<file path="config.mk">
export PLATFORM = sky130hd
export DESIGN_NAME = awg_sample_loader_flat
export DESIGN_NICKNAME = d
export VERILOG_FILES = /design/src/rtl/awg_sample_if.sv /design/src/rtl/awg_sample_loader.sv /design/src/flat_wrapper.sv
export SDC_FILE = /design/constraint.sdc
export NUM_CORES = 1
export LEC_CHECK = 0
export CAP_MARGIN = 20
export CORE_MARGIN = 2
export CORE_UTILIZATION = 47
export DETAILED_ROUTE_END_ITERATION = 12
export GPL_ROUTABILITY_DRIVEN = 0
export PLACE_DENSITY = 0.82
export SYNTH_ARGS = -nofsm -noshare
export SYNTH_HDL_FRONTEND = slang
export SYNTH_SLANG_ARGS = --single-unit
export TNS_END_PERCENT = 1
</file>
<file path="constraint.sdc">
create_clock -name wclk -period 2.12 [get_ports wclk]
set_input_delay 0.53 -clock wclk [delete_from_list [all_inputs] [get_ports wclk]]
set_output_delay 0.53 -clock wclk [all_outputs]
set_load 0.005 [all_outputs]
</file>
<file path="src/rtl/awg_sample_if.sv">
// PS-GPIO command handshake plus the BRAM write-port signals of the AWG sample loader.
// master = PS/bench side, slave = loader side.
interface awg_sample_if #(
  parameter int RAM_DEPTH       = 15,
  parameter int GPIO_DATA_WIDTH = 16
);
  logic                       gpio_strobe;
  logic [1:0]                 gpio_cmd;
  logic [GPIO_DATA_WIDTH-1:0] gpio_data;
  logic                       gpio_ack;
  logic [1:0]                 we;
  logic [RAM_DEPTH-1:0]       row;
  logic [2:0]                 col;
  logic [GPIO_DATA_WIDTH-1:0] gpio_data_out;
  logic [31:0]                max_points;
  logic                       busy;
  logic                       err;

  modport master (
    output gpio_strobe, gpio_cmd, gpio_data,
    input  gpio_ack, we, row, col, gpio_data_out, max_points, busy, err
  );

  modport slave (
    input  gpio_strobe, gpio_cmd, gpio_data,
    output gpio_ack, we, row, col, gpio_data_out, max_points, busy, err
  );
endinterface

</file>
<file path="src/rtl/awg_sample_loader.sv">
// Loads PS samples into the two-bank AWG sample BRAM in time order, pads the last row
// pair with zeros on COMMIT and publishes the new MAX_POINTS. Single clock domain (wclk).
module awg_sample_loader #(
  parameter int          RAM_DEPTH       = 15,
  parameter int          GPIO_DATA_WIDTH = 16,
  parameter logic [31:0] DEFAULT_MAX     = 32'd0
) (
  input  logic        wclk,
  input  logic        wresetn,
  awg_sample_if.slave bus
);

  localparam int S_W = RAM_DEPTH + 5;
  localparam logic [S_W-1:0] CAP   = {1'b1, {(RAM_DEPTH + 4){1'b0}}};
  localparam logic [S_W-1:0] S_ONE = {{(S_W - 1){1'b0}}, 1'b1};

  localparam logic [1:0] CMD_START  = 2'd0;
  localparam logic [1:0] CMD_DATA   = 2'd1;
  localparam logic [1:0] CMD_COMMIT = 2'd2;

  typedef enum logic [1:0] {
    ST_IDLE,
    ST_LOAD,
    ST_PAD,
    ST_COMMIT
  } state_e;

  state_e state_q, state_d;

  (* ASYNC_REG = "TRUE" *) logic sync1_q;
  (* ASYNC_REG = "TRUE" *) logic sync2_q;
  logic sync1_d, sync2_d;
  logic sync3_q, sync3_d;

  logic [S_W-1:0]             s_q, s_d;
  logic [1:0]                 we_q, we_d;
  logic [RAM_DEPTH-1:0]       row_q, row_d;
  logic [2:0]                 col_q, col_d;
  logic [GPIO_DATA_WIDTH-1:0] data_q, data_d;
  logic [31:0]                max_q, max_d;
  logic                       ack_q, ack_d;
  logic                       err_q, err_d;

  logic           evt;
  logic [S_W-1:0] s_dec;

  always_ff @(posedge wclk or negedge wresetn) begin
    if (!wresetn) begin
      state_q <= ST_IDLE;
      sync1_q <= 1'b0;
      sync2_q <= 1'b0;
      sync3_q <= 1'b0;
      s_q     <= '0;
      we_q    <= 2'd0;
      row_q   <= '0;
      col_q   <= 3'd0;
      data_q  <= '0;
      max_q   <= DEFAULT_MAX;
      ack_q   <= 1'b0;
      err_q   <= 1'b0;
    end else begin
      state_q <= state_d;
      sync1_q <= sync1_d;
      sync2_q <= sync2_d;
      sync3_q <= sync3_d;
      s_q     <= s_d;
      we_q    <= we_d;
      row_q   <= row_d;
      col_q   <= col_d;
      data_q  <= data_d;
      max_q   <= max_d;
      ack_q   <= ack_d;
      err_q   <= err_d;
    end
  end

  // we is registered with the row/col/data triple so a bank switch never pairs with a stale index.
  // sync3 only advances in IDLE/LOAD, which keeps an event raised in PAD/COMMIT pending.
  always_comb begin
    state_d = state_q;
    sync1_d = bus.gpio_strobe;
    sync2_d = sync1_q;
    sync3_d = sync3_q;
    s_d     = s_q;
    we_d    = we_q;
    row_d   = row_q;
    col_d   = col_q;
    data_d  = data_q;
    max_d   = max_q;
    ack_d   = ack_q;
    err_d   = err_q;
    evt     = sync2_q ^ sync3_q;
    s_dec   = s_q - S_ONE;

    unique case (state_q)
      ST_IDLE: begin
        we_d = 2'd0;
        if (evt) begin
          sync3_d = sync2_q;
          ack_d   = ~ack_q;
          if (bus.gpio_cmd == CMD_START) begin
            s_d     = '0;
            err_d   = 1'b0;
            we_d    = 2'd1;
            state_d = ST_LOAD;
          end else if (bus.gpio_cmd == CMD_DATA) begin
            err_d = 1'b1;
          end
        end
      end

      ST_LOAD: begin
        if (evt) begin
          sync3_d = sync2_q;
          ack_d   = ~ack_q;
          if (bus.gpio_cmd == CMD_START) begin
            s_d   = '0;
            err_d = 1'b0;
            we_d  = 2'd1;
          end else if (bus.gpio_cmd == CMD_DATA) begin
            if (s_q == CAP) begin
              err_d = 1'b1;
            end else begin
              row_d  = s_q[RAM_DEPTH+3:4];
              col_d  = s_q[2:0];
              data_d = bus.gpio_data;
              we_d   = s_q[3] ? 2'd2 : 2'd1;
              s_d    = s_q + S_ONE;
            end
          end else if (bus.gpio_cmd == CMD_COMMIT) begin
            if (s_q == '0) begin
              err_d   = 1'b1;
              we_d    = 2'd0;
              state_d = ST_IDLE;
            end else begin
              // ack is deferred to the COMMIT state edge
              ack_d   = ack_q;
              state_d = (s_q[3:0] != 4'd0) ? ST_PAD : ST_COMMIT;
            end
          end
        end
      end

      ST_PAD: begin
        row_d  = s_q[RAM_DEPTH+3:4];
        col_d  = s_q[2:0];
        data_d = '0;
        we_d   = s_q[3] ? 2'd2 : 2'd1;
        s_d    = s_q + S_ONE;
        if (s_q[3:0] == 4'hF) begin
          state_d = ST_COMMIT;
        end
      end

      ST_COMMIT: begin
        max_d   = 32'(s_dec >> 4);
        we_d    = 2'd0;
        ack_d   = ~ack_q;
        state_d = ST_IDLE;
      end

      default: begin
        state_d = ST_IDLE;
      end
    endcase
  end

  assign bus.gpio_ack      = ack_q;
  assign bus.we            = we_q;
  assign bus.row           = row_q;
  assign bus.col           = col_q;
  assign bus.gpio_data_out = data_q;
  assign bus.max_points    = max_q;
  assign bus.busy          = (state_q == ST_PAD) || (state_q == ST_COMMIT);
  assign bus.err           = err_q;

endmodule
</file>
<file path="src/flat_wrapper.sv">
// flat-port wrapper written by rule: the top's interface ports become plain ports
module awg_sample_loader_flat 
#(
  parameter int          RAM_DEPTH       = 15,
  parameter int          GPIO_DATA_WIDTH = 16,
  parameter logic [31:0] DEFAULT_MAX     = 32'd0
)
  (wclk, wresetn, bus_gpio_strobe, bus_gpio_cmd, bus_gpio_data, bus_gpio_ack, bus_we, bus_row, bus_col, bus_gpio_data_out, bus_max_points, bus_busy, bus_err);
  awg_sample_if #(.RAM_DEPTH(RAM_DEPTH), .GPIO_DATA_WIDTH(GPIO_DATA_WIDTH)) bus_i ();
  input  logic wclk;
  input  logic wresetn;
  input wire logic [$bits(bus_i.gpio_strobe)-1:0] bus_gpio_strobe;
  input wire logic [$bits(bus_i.gpio_cmd)-1:0] bus_gpio_cmd;
  input wire logic [$bits(bus_i.gpio_data)-1:0] bus_gpio_data;
  output wire logic [$bits(bus_i.gpio_ack)-1:0] bus_gpio_ack;
  output wire logic [$bits(bus_i.we)-1:0] bus_we;
  output wire logic [$bits(bus_i.row)-1:0] bus_row;
  output wire logic [$bits(bus_i.col)-1:0] bus_col;
  output wire logic [$bits(bus_i.gpio_data_out)-1:0] bus_gpio_data_out;
  output wire logic [$bits(bus_i.max_points)-1:0] bus_max_points;
  output wire logic [$bits(bus_i.busy)-1:0] bus_busy;
  output wire logic [$bits(bus_i.err)-1:0] bus_err;
  assign bus_i.gpio_strobe = bus_gpio_strobe;
  assign bus_i.gpio_cmd = bus_gpio_cmd;
  assign bus_i.gpio_data = bus_gpio_data;
  assign bus_gpio_ack = bus_i.gpio_ack;
  assign bus_we = bus_i.we;
  assign bus_row = bus_i.row;
  assign bus_col = bus_i.col;
  assign bus_gpio_data_out = bus_i.gpio_data_out;
  assign bus_max_points = bus_i.max_points;
  assign bus_busy = bus_i.busy;
  assign bus_err = bus_i.err;
  awg_sample_loader #(.RAM_DEPTH(RAM_DEPTH), .GPIO_DATA_WIDTH(GPIO_DATA_WIDTH), .DEFAULT_MAX(DEFAULT_MAX)) u_core (.wclk(wclk), .wresetn(wresetn), .bus(bus_i));
endmodule
</file>
== Word level (Yosys, flattened, before mapping) ==
Cells that the tools add are included.
Cells by class
  reductions and logical operators: 17
  multiplexer cells: 59
  eq/ne operators: 24
  bitwise gates (word level): 2
  $add $sub $neg: 2
Operator list (number)
  two-way mux 20 bit: 6
  two-way mux 16 bit: 4
  two-way mux 15 bit: 4
  case mux 20 bit (3 select lines): 1
  two-way mux 2 bit: 16
  case mux 16 bit (2 select lines): 1
  case mux 15 bit (2 select lines): 1
  adder 20 x 1 -> 20 bit, second input constant: 1
  equality test 20 bit, second input constant: 1
  zero test 20 bit: 1
  subtractor 20 x 1 -> 20 bit, second input constant: 1
  two-way mux 1 bit: 17
  case mux 2 bit (4 select lines): 2
  AND reduction 7 bit: 2
  two-way mux 3 bit: 4
  != test 2 x 1 -> 1 bit, second input constant: 6
  != test 4 x 1 -> 1 bit, second input constant: 2
  != test 4 x 3 -> 1 bit, second input constant: 2
  AND reduction 4 bit: 2
  equality test 2 bit, second input constant: 3
  != test 2 bit, second input constant: 3
  != test 3 x 1 -> 1 bit, second input constant: 2
  case mux 3 bit (2 select lines): 1
  AND reduction 6 bit: 1
  16 further kinds: 20
Word-level totals
  word-level logic and storage cells: 116
  output and inout bits: 71
  register bits after elaboration: 79

== Depth between registers and ports, before layout ==
  word-level depth: 8
  depth in mapped cells: 9
  depth with buffers taken out: 7

== Least setup slack after synthesis ==
No wires, ideal clock.
  path type: register to register
  from: register u_core.state_q[0]
  to: register u_core.s_q[18]
  cell stages (with the launch flop): 9
  slack: 0.075 ns
  arrival: 1.924 ns
  data required time: 1.999 ns
  cells stage by stage: dfrtp_1 > inv_1 > ha_1 > or2_1 > o31a_1 > or2_1 > clkbuf_1 > a22o_1 > a22o_1
Between the ends
  longest elaborated chain between the ends: 3
  elaborated cells on any way between the ends: 11
  those cells by class: 7 x eq/ne; 1 x mux; 3 x reduce/logical
Ends and longest elaborated chain
  start: declaration: line awg_sample_loader.sv:28  | state_e state_q, state_d;
  start signal: assignment: line awg_sample_loader.sv:62  | state_q <= state_d;
  equality test 2 x 1 -> 1 bit (tied with other cells): line awg_sample_loader.sv:95  | unique case (state_q)
  != test 3 x 1 -> 1 bit (no source line) (tied with other cells)
  AND reduction 6 bit (no source line)
  end signal: assignment: line awg_sample_loader.sv:53  | s_q <= '0;
  end signal: assignment: line awg_sample_loader.sv:66  | s_q <= s_d;
  end: declaration: line awg_sample_loader.sv:35  | logic [S_W-1:0] s_q, s_d;
Several ways; a longest one is shown, not always the timed one.
A chain may end at the register's enable or synchronous reset.

== Worst setup path after layout ==
  from: register u_core.state_q[0]
  to: register u_core.state_q[0]
Between the ends
  longest elaborated chain between the ends: 3
  elaborated cells on any way between the ends: 13
  those cells by class: 10 x eq/ne; 1 x mux; 2 x reduce/logical
Ends and longest elaborated chain (line)
  equality test 2 bit (tied with other cells): awg_sample_loader.sv:95
  != test 2 x 1 -> 1 bit (no source line) or != test 2 bit (tied branches)
  AND reduction 7 bit (no source line)
Several ways; a longest one is shown, not always the timed one.

==> impl_metrics.json <==
{
  "seqPwrFrac_pct": 26.8,
  "synth_area_mm2": 0.00456,
  "arrival_ns": 2.34,
  "fin_nets": 590,
  "grt_pass1_vias": 3763,
  "switching_share_pct": 38.9,
  "fin_ws_ns": 0.0548,
  "final_antenna_net_count": 0,
  "worst_setup_path_start_kind": "flip-flop",
  "clockPowerShare_pct": 13.5,
  "yosysUniqueCellTypes": 64,
  "skew_ns": 0.00919,
  "hold_ws_ns": 0.123,
  "tightest_slew_ns": 0.506,
  "insertion_delay_ns": 0.37,
  "drive_above_1_share_pct": 25.6,
  "ys_warn_count": 0,
  "synth_seq_cells": 79,
  "htree_levels": 3,
  "remaining_drc_errors": 0,
  "antennaDiodeCount": 0,
  "end_kind": "flip-flop",
  "synthFlopType": "dfrtp_1",
  "cts.sinks": 79,
  "via_count": 3837,
  "synth.yosys.seq_area_share_pct": 43.3,
  "syn_to_final_growth_pct": 31.4,
  "initial_core_util_pct": 48.9,
  "postCtsHoldBufs": 0,
  "dp_hpwl_mm": 8.27,
  "die_w_um": 103,
  "outcome": "finished, final reports clean",
  "cts_buffers": 9,
  "relSlewSlack_pct": 66.2,
  "grt_max_degree": 41,
  "max-cap-violations": 0,
  "ir_worst_vdd_v": 0.000660,
  "wl_mm": 11.3,
  "avgRoutedWirePerCell_um": 16.2,
  "p_sw_mw": 3.14,
  "period_minus_slack_ns": 2.07,
  "combPwrFrac_pct": 59.7,
  "synth_area_leaders": "dfrtp_1 43%, mux2_4 9.9%, xnor2_1 3.1%",
  "dr.pass1.iters": 5,
  "finalHoldViolations": 0,
  "leakage_nw": 2.61,
  "portBuffers": 75,
  "rows": 35,
  "rrSetupSlack_ns": 0.05,
  "antenna_found_initial": 0,
  "rsz0062_at_grt": "true",
  "core_mm2": 0.00933,
  "cts_tree": "built",
  "p_int_mw": 4.93,
  "postSynthAreaPerCell_um2": 10.3,
  "setup_viol": 0,
  "finalCritPeriodShare_pct": 97.4,
  "synth.largest_area_cell": "dfrtp_1",
  "clockBufferDepth": 2,
  "synth_async_sr_flop_share_pct": 100,
  "clk_pin_slew_ns": 0.09,
  "pre_cts_slack_ns": -0.320,
  "max_freq_mhz": 484,
  "drt-initial-drc-count": 203,
  "clockRootBuffer": "clkbuf_8",
  "die-area_mm2": 0.0105,
  "grt_pass1_wl_mm": 18.5,
  "die_h_um": 103,
  "yosys.area.top_type_share_pct": 43.3,
  "finalSetupTns_ns": 0,
  "critPathRequiredTime_ns": 2.39,
  "path_max_fanout": 14,
  "final_max_slew_viol_count": 0,
  "hold_class": "input port to asynchronous set/reset pin",
  "netlist_instances": 445,
  "power_density_mw_per_mm2": 1340,
  "crit_type": "flip-flop to flip-flop",
  "io_pins": 92,
  "synth-edff-count": 0,
  "grt_use_total_pct": 22.6,
  "grt_overflow": 0,
  "viasPerCell": 5.51
}
## layout make-up
type / instances / area, um2
clock buffers: 10 / 138
clock inverters: 6 / 50.0
fillers: 725 / 3330
inverters: 18 / 67.6
multi-input cells: 314 / 2350
flip-flops and latches: 79 / 1980
well taps: 129 / 161
repair buffers: 140 / 1260
## Yosys cell counts, drive strengths merged, types with 5 or more instances
| cell | instances |
|---|---|
| mux2 | 35 |
| a21oi | 27 |
| nor2 | 38 |
| a31oi | 8 |
| o21ai | 13 |
| xnor2 | 16 |
| or3 | 5 |
| buf | 33 |
| nor3 | 10 |
| nand3 | 12 |
| nand4 | 13 |
| inv | 18 |
| nor4 | 9 |
| ha | 7 |
| dfrtp | 79 |
| a22o | 6 |
| clkbuf | 16 |
| nor2b | 17 |
| o22ai | 9 |
| nand2 | 25 |
## cell usage in the layout, fill, tap and decap left out, types with 4 or more instances in the layout
| master | instances |
|---|---|
| a21oi_1 | 26 |
| a22o_1 | 6 |
| a31oi_1 | 8 |
| buf_4 | 64 |
| clkbuf_8 | 10 |
| clkdlybuf4s50_1 | 73 |
| conb_1 | 16 |
| dfrtp_1 | 79 |
| ha_1 | 6 |
| inv_1 | 17 |
| inv_6 | 4 |
| mux2_2 | 5 |
| mux2_4 | 30 |
| nand2_1 | 25 |
| nand3_1 | 10 |
| nand4_1 | 13 |
| nor2_1 | 36 |
| nor2b_1 | 17 |
| nor3_1 | 10 |
| nor4_1 | 4 |
| nor4_2 | 4 |
| o21ai_0 | 5 |
| o21ai_1 | 4 |
| o22ai_1 | 9 |
| or3_1 | 5 |
| xnor2_1 | 16 |
## timing repair
action | CTS | global route
buffers inserted | 4 | 0
resized for setup | 5 | 11
endpoints found under the setup margin | 9 | 43
## critical path: stages, from the launching register on
cell and delay, ns:
dfrtp_1 0.44, buf_4 0.16, ha_1 0.19, buf_4 0.19
or4_4 0.49, o21ai_2 0.09, buf_4 0.14, o211ai_1 0.08
a32oi_1 0.20
## worst paths after layout
kind,from,end,depth (start not counted)
worst max-delay path,u_core.state_q[0],u_core.state_q[0],8
worst min-delay path,wresetn,u_core.bus.max_points[0],1
worst max register to register,u_core.state_q[0],u_core.state_q[0],8
worst min register to register,u_core.sync1_q,u_core.sync2_q,0
max in group asynchronous,wresetn,u_core.s_q[0],2
min in group wclk,u_core.sync1_q,u_core.sync2_q,0
## power by group through the flow
stage	clock network [mW]	registers [mW]	logic, mW
after floorplan	0	2.18	2.83
final	1.09	2.16	4.81
after CTS	1.11	2.16	4.72
after global placement	0	2.16	4.47
after detailed placement	0	2.17	4.63
after global routing	1.17	2.21	5.23
## kinds of logic (layout without fill, tap and decap cells)
logic type | count (synthesis) | count (layout) | share of synthesized area, %
DFF | 79 | 79 | 43.3
and+or+nand+nor | 143 | 143 | 17.6
AOI/OAI and AO/OA | 93 | 93 | 14.1
xor gates and xnor gates | 18 | 18 | 3.45
muxes | 37 | 37 | 11.5
buffers and inverters | 67 | 174 | 8.03
other | 1 | 16 | 0.0822
adders and majority gates | 7 | 7 | 1.92
## registers in the layout (all words and copies together) (netlist names), named ones only
name                      count
u_core.bus.max_points        16
u_core.bus.we                 2
u_core.bus.err                1
u_core.bus.col                3
u_core.sync2_q                1
u_core.bus.row               15
u_core.bus.gpio_data_out     16
u_core.s_q                   20
u_core.sync3_q                1
u_core.bus.gpio_ack           1
u_core.state_q                1
u_core.sync1_q                1
## metrics by stage
stage / utilization (%) / cells / cell area, um2 / power (mW)
after global routing: 64.3 / 696 / 6000 / 8.61
after global placement: 61.3 / 676 / 5720 / 6.63
after detailed placement: 61.3 / 676 / 5720 / 6.80
after floorplan: - / 460 / 4620 / 5.01
final: 64.3 / 696 / 6000 / 8.06
after CTS: 63.8 / 696 / 5950 / 7.99
## layer usage
layer | wire [um] | up-vias | track usage [%]
li1 | - | 1786 | -
met1 | 4580 | 1860 | 28.5
met2 | 5490 | 172 | 37.9
met3 | 980 | 19 | 5.22
met4 | 197 | 0 | 8.51
met5 | 0 | - | 0
Power figures use the tool's default switching activity.
